**src/rtl/sbox_share_scheduler.sv**
```systemverilog
// Streams one 128-bit state through NUM_SBOX shared, fixed-latency S-box lanes,
// one group of bytes per fresh-randomness cycle, and reassembles the substituted state.
module sbox_share_scheduler #(
    parameter int NUM_SBOX = 4,
    parameter int SBOX_LAT = 2,
    parameter int RND_W    = 8
) (
    input  logic                      clk,
    input  logic                      rst,
    input  logic                      flush,
    input  logic                      in_valid,
    output logic                      in_ready,
    input  logic [127:0]              in_state,
    output logic                      out_valid,
    input  logic                      out_ready,
    output logic [127:0]              out_state,
    output logic                      sbox_vld,
    output logic [8*NUM_SBOX-1:0]     sbox_din,
    output logic [RND_W*NUM_SBOX-1:0] sbox_rnd,
    input  logic [8*NUM_SBOX-1:0]     sbox_dout,
    input  logic                      rnd_valid,
    input  logic [RND_W*NUM_SBOX-1:0] rnd_data,
    output logic                      rnd_ack,
    output logic                      busy
);
    localparam int         LW       = 8 * NUM_SBOX;
    localparam int         RW       = RND_W * NUM_SBOX;
    localparam int         SH       = $clog2(LW);
    localparam logic [3:0] GRP_LAST = 4'(16 / NUM_SBOX - 1);

    typedef enum logic [1:0] {
        IDLE  = 2'd0,
        FEED  = 2'd1,
        DRAIN = 2'd2,
        DONE  = 2'd3
    } state_t;

    state_t                   fsm_r;
    state_t                   fsm_nxt_s;
    logic [127:0]             data_r;
    logic [127:0]             result_r;
    logic [3:0]               grp_r;
    logic [SBOX_LAT-1:0]      tag_vld_r;
    logic [SBOX_LAT-1:0][3:0] tag_grp_r;
    logic                     in_ready_r;
    logic                     out_valid_r;
    logic                     busy_r;
    logic                     issue_s;
    logic                     accept_s;
    logic                     pend_s;
    logic [6:0]               din_base_s;
    logic [6:0]               cap_base_s;

    assign in_ready   = in_ready_r;
    assign out_valid  = out_valid_r;
    assign busy       = busy_r;
    assign out_state  = result_r;
    assign sbox_vld   = issue_s;
    assign rnd_ack    = issue_s;
    assign din_base_s = 7'(grp_r) << SH;
    assign cap_base_s = 7'(tag_grp_r[SBOX_LAT-1]) << SH;

    // Pending results other than the one retiring this cycle; the last stage is
    // captured on the same edge that leaves DRAIN.
    always_comb begin
        pend_s = 1'b0;
        for (int i = 0; i < SBOX_LAT - 1; i++) begin
            pend_s = pend_s | tag_vld_r[i];
        end
    end

    // Next-state logic; flush overrides every transition including an accept.
    always_comb begin
        fsm_nxt_s = fsm_r;
        issue_s   = (fsm_r == FEED) && rnd_valid;
        accept_s  = (fsm_r == IDLE) && in_valid && !flush;
        if (flush) begin
            fsm_nxt_s = IDLE;
        end else begin
            case (fsm_r)
                IDLE:    fsm_nxt_s = in_valid ? FEED : IDLE;
                FEED:    fsm_nxt_s = (rnd_valid && (grp_r == GRP_LAST)) ? DRAIN : FEED;
                DRAIN:   fsm_nxt_s = pend_s ? DRAIN : DONE;
                DONE:    fsm_nxt_s = out_ready ? IDLE : DONE;
                default: fsm_nxt_s = IDLE;
            endcase
        end
    end

    // Lane drive; mask bits are only forwarded on a real issue so nothing is reused.
    always_comb begin
        sbox_din = {LW{1'b0}};
        sbox_rnd = {RW{1'b0}};
        if (issue_s) begin
            sbox_din = data_r[din_base_s +: LW];
            sbox_rnd = rnd_data;
        end else begin
            sbox_din = {LW{1'b0}};
            sbox_rnd = {RW{1'b0}};
        end
    end

    // Control state, handshake flags and group counter.
    always_ff @(posedge clk or posedge rst) begin
        if (rst) begin
            fsm_r       <= IDLE;
            grp_r       <= 4'd0;
            data_r      <= 128'd0;
            in_ready_r  <= 1'b1;
            out_valid_r <= 1'b0;
            busy_r      <= 1'b0;
        end else begin
            fsm_r       <= fsm_nxt_s;
            in_ready_r  <= (fsm_nxt_s == IDLE);
            out_valid_r <= (fsm_nxt_s == DONE);
            busy_r      <= (fsm_nxt_s != IDLE);
            if (accept_s) begin
                data_r <= in_state;
            end
            if (flush || accept_s) begin
                grp_r <= 4'd0;
            end else if (issue_s) begin
                grp_r <= grp_r + 4'd1;
            end
        end
    end

    // Tag pipe mirrors the lane latency; stall cycles push an invalid tag.
    always_ff @(posedge clk or posedge rst) begin
        if (rst) begin
            tag_vld_r <= {SBOX_LAT{1'b0}};
            tag_grp_r <= {(4 * SBOX_LAT){1'b0}};
        end else if (flush) begin
            tag_vld_r <= {SBOX_LAT{1'b0}};
            tag_grp_r <= {(4 * SBOX_LAT){1'b0}};
        end else begin
            tag_vld_r[0] <= issue_s;
            tag_grp_r[0] <= grp_r;
            for (int i = 1; i < SBOX_LAT; i++) begin
                tag_vld_r[i] <= tag_vld_r[i-1];
                tag_grp_r[i] <= tag_grp_r[i-1];
            end
        end
    end

    // Result reassembly from the tagged lane outputs.
    always_ff @(posedge clk or posedge rst) begin
        if (rst) begin
            result_r <= 128'd0;
        end else if (!flush && tag_vld_r[SBOX_LAT-1]) begin
            result_r[cap_base_s +: LW] <= sbox_dout;
        end
    end

endmodule
```
**config.mk**
```make
export PLATFORM = sky130hd
export DESIGN_NAME = sbox_share_scheduler
export DESIGN_NICKNAME = d
export VERILOG_FILES = /design/src/rtl/sbox_share_scheduler.sv
export SDC_FILE = /design/constraint.sdc
export NUM_CORES = 1
export LEC_CHECK = 0
export ABC_AREA = 1
export CORE_AREA = 4 4 179 181
export DETAILED_ROUTE_END_ITERATION = 8
export DIE_AREA = 0 0 183 185
export GPL_ROUTABILITY_DRIVEN = 0
export GPL_TIMING_DRIVEN = 1
export PLACE_DENSITY_LB_ADDON = 0.05
export SLEW_MARGIN = 20
export SYNTH_ARGS = -nofsm -noshare
export SYNTH_HDL_FRONTEND = slang
export SYNTH_SLANG_ARGS = --single-unit
```
**constraint.sdc**
```tcl
create_clock -name clk -period 10.9 [get_ports clk]
set_clock_uncertainty 0.1 [all_clocks]
set_input_delay 1.09 -clock clk [delete_from_list [all_inputs] [get_ports clk]]
set_output_delay 1.09 -clock clk [all_outputs]
set_load 0.01 [all_outputs]
```
==> flow_summary_export.csv <==
group,metric,value,unit
run_status,status,"complete, no violations",
clock_tree,cts-buffers-inserted,30,
final_layout,fin_cells,2236,
die,core,0.0304,mm2
timing,max-slew-margin-rel,0.310,
global_route,grt_max_degree,145,
routing,routedWlPerCell,17.2,um
clock_tree,cts_resized,0,
timing,whs,357,ps
placement,place_inst,2175,
clock_tree,path_clk_slew,60,ps
die,die_w,183,um
worst_setup_path,startpoint,"grp_r[0]$_DFFE_PP0P_",
die,io_pins,395,
placement,dpl.hpwl,27100,um
timing,max_freq,0.224,GHz
synth,ys_ff_latch,271,
worst_setup_path,critPathLaunchType,"flip-flop",
power_and_ir_drop,ir_drop,128,uV
power_and_ir_drop,power.static_leakage,8.19,nW
timing,hold_viol,0,
die,die_h,185,um
global_route,grtUsageTotal,0.220,
worst_setup_path,crit_path_cell_trace,"inv_1 > buf_4 > o21ai_0 > a21oi_1 > clkdlybuf4s50_1",
synth,yosys_warnings,0,
synth,synth_cell_types,26,
routing,drc,0,
clock_tree,clock-root-buffer,"clkbuf_16",
final_layout,fin_area,0.0173,mm2
synth,synth.cell_area,0.0124,mm2
timing,tightest_slew,1040,ps
clock_tree,htreeDepth,1,
placement,portBuffers,394,
placement,dp_slack,6560,ps
worst_hold_path,min_from,"tag_grp_r[0]$_DFF_PP0_",
worst_setup_path,crit_required,9710,ps
routing,ant_nets,0,
synth,synth_top_flop_cell,"dfrtp_1",
timing,rsz0062_at_grt,"false",
die,die_area,0.0339,mm2
routing,firstDrtPassIters,5,
routing,routed_wl,38500,um
synth,syn-num-nets,1681,
clock_tree,insertion_delay,540,ps
worst_setup_path,cp-end-kind,"primary output",
timing,period_share,0.410,
global_route,antenna_found_initial,7,
routing,vias,10900,
routing,vias_per_cell,4.88,
timing,setup_viol_count_final,0,
worst_setup_path,cp_slowest_cell,"dfrtp_4",
worst_setup_path,crit_fanout,102,
worst_setup_path,arrival,3280,ps
global_route,grt_pass1_wl,60700,um
die,rows,64,
synth,syn_avg_cell_area,8.38,um2
worst_setup_path,reg2reg_from,"cap_base_s[5]$_DFF_PP0_",
final_layout,synthToLayoutAreaGrowth,39.8,%
power_and_ir_drop,powerDensity,194,mW/mm2
final_layout,drive_gt1_frac,0.0442,
final_layout,fin_util,0.568,
power_and_ir_drop,power,3.36,mW
clock_tree,cts_tree,"yes",
placement,place_area,0.0163,mm2
clock_tree,cts_hold_buffers,0,
worst_setup_path,critPathTopFamily,"buffers and inverters",
timing,post-route-min-period,4470,ps
final_layout,fin_nets,2015,
synth,synthCells,1477,
worst_setup_path,crit_type,"flip-flop to primary output",
worst_setup_path,critPathBufInv,3,
timing,tns,0,ps
timing,drv_slew,0,
global_route,grt_pass1_vias,10900,
worst_setup_path,slowest_delay,1050,ps
global_route,grt_overflow_total,0,
clock_tree,cts_setup_buffers,0,
timing,setup_ws,6430,ps
synth,synth.yosys.seq_area_share,0.548,
synth,async_reset_ff_frac,1.00,
job,drv_cap,0,
die,initial_core_util,0.407,
synth,synth_edf_count,0,
clock_tree,cts.path.max_buffers,3,
clock_tree,clock_sinks,271,
worst_hold_path,hold_path.class,"flip-flop to flip-flop",
routing,first_iter_violations,763,
## report_power, final
part | leakage (nW) | switching (mW) | total, mW | internal [mW]
clock | 0.453 | 0.399 | 0.971 | 0.572
combinational | 4.24 | 0.484 | 0.911 | 0.427
sequential | 3.49 | 0.164 | 1.48 | 1.31
total | 8.19 | 1.05 | 3.36 | 2.31
## routing by layer
| metal | share of wire | vias to the layer above | wire, um | global-route usage |
|---|---|---|---|---|
| li1 | - | 5409 | - | - |
| met1 | 0.41 | 5097 | 15900 | 0.286 |
| met2 | 0.48 | 319 | 18400 | 0.360 |
| met3 | 0.074 | 74 | 2860 | 0.0552 |
| met4 | 0.035 | 2 | 1370 | 0.0790 |
| met5 | 0.00034 | - | 13 | 0 |
## synthesized netlist by cell type, types with 3 or more instances
cell type,number,area [um2]
clkbuf_1,43,161
nand2_1,255,957
ha_1,6,75.1
o31ai_1,44,330
o21ai_1,80,400
inv_2,6,22.5
buf_6,11,124
o21ai_0,169,846
nor2_1,144,541
inv_1,197,739
buf_2,33,165
nand3_1,67,335
a21oi_1,102,510
dfrtp_1,270,6760
buf_4,16,120
nand3_4,3,52.6
nor2_2,11,68.8
nand4_1,11,68.8
## sequential cells by signal (all words and copies together), names as in the netlist
signal and flops:
in_ready 1, fsm_r 2, out_valid 1, busy 1, out_state 128, data_r 128, tag_grp_r 2, cap_base_s 2
grp_r 4, tag_vld_r 2
## final timing paths
kind | end | slack, ps | depth (start not counted)
max reg2reg | out_state[126]$_DFFE_PP0P_ | 7660 | 6
min | cap_base_s[5]$_DFF_PP0_ | 360 | 2
max in group asynchronous | grp_r[0]$_DFFE_PP0P_ | 8270 | 3
min reg2reg | cap_base_s[5]$_DFF_PP0_ | 360 | 2
min in group asynchronous | out_state[25]$_DFFE_PP0P_ | 960 | 2
max | sbox_din[23] | 6430 | 5
## placed cells by master, fill, tap and decap left out, types with 31 or more instances in the layout
| master | n |
|---|---|
| clkbuf_16 | 31 |
| a21oi_1 | 102 |
| nand3_1 | 67 |
| inv_1 | 196 |
| dfrtp_1 | 269 |
| nor2_1 | 143 |
| nand2_1 | 255 |
| o21ai_1 | 80 |
| o31ai_1 | 44 |
| clkdlybuf4s50_1 | 394 |
| o21ai_0 | 169 |
## area by class of cell
cell class,instances,area (um2)
antenna,7,17.5
clock buffer,49,883
clock inverter,5,52.6
fill,2879,13100
inverter,204,783
multi-input combinational,899,4250
sequential,271,6790
tap,396,495
timing repair buffer,405,4030
## cells by family after synthesis
logic type / synth area share
flip-flops: 0.548
AO/OA/AOI/OAI: 0.170
buffers and inverters: 0.108
AND/OR/NAND/NOR: 0.167
adder cells (fa/ha/maj): 0.00607
## worst min-delay path: cells and delay by family, from the launching register on
kind / cells / cell delay [ps]
flops: 1 / 320
buf+inv: 1 / 30
simple gates: 1 / 70
(Power assumes the default switching activity.)
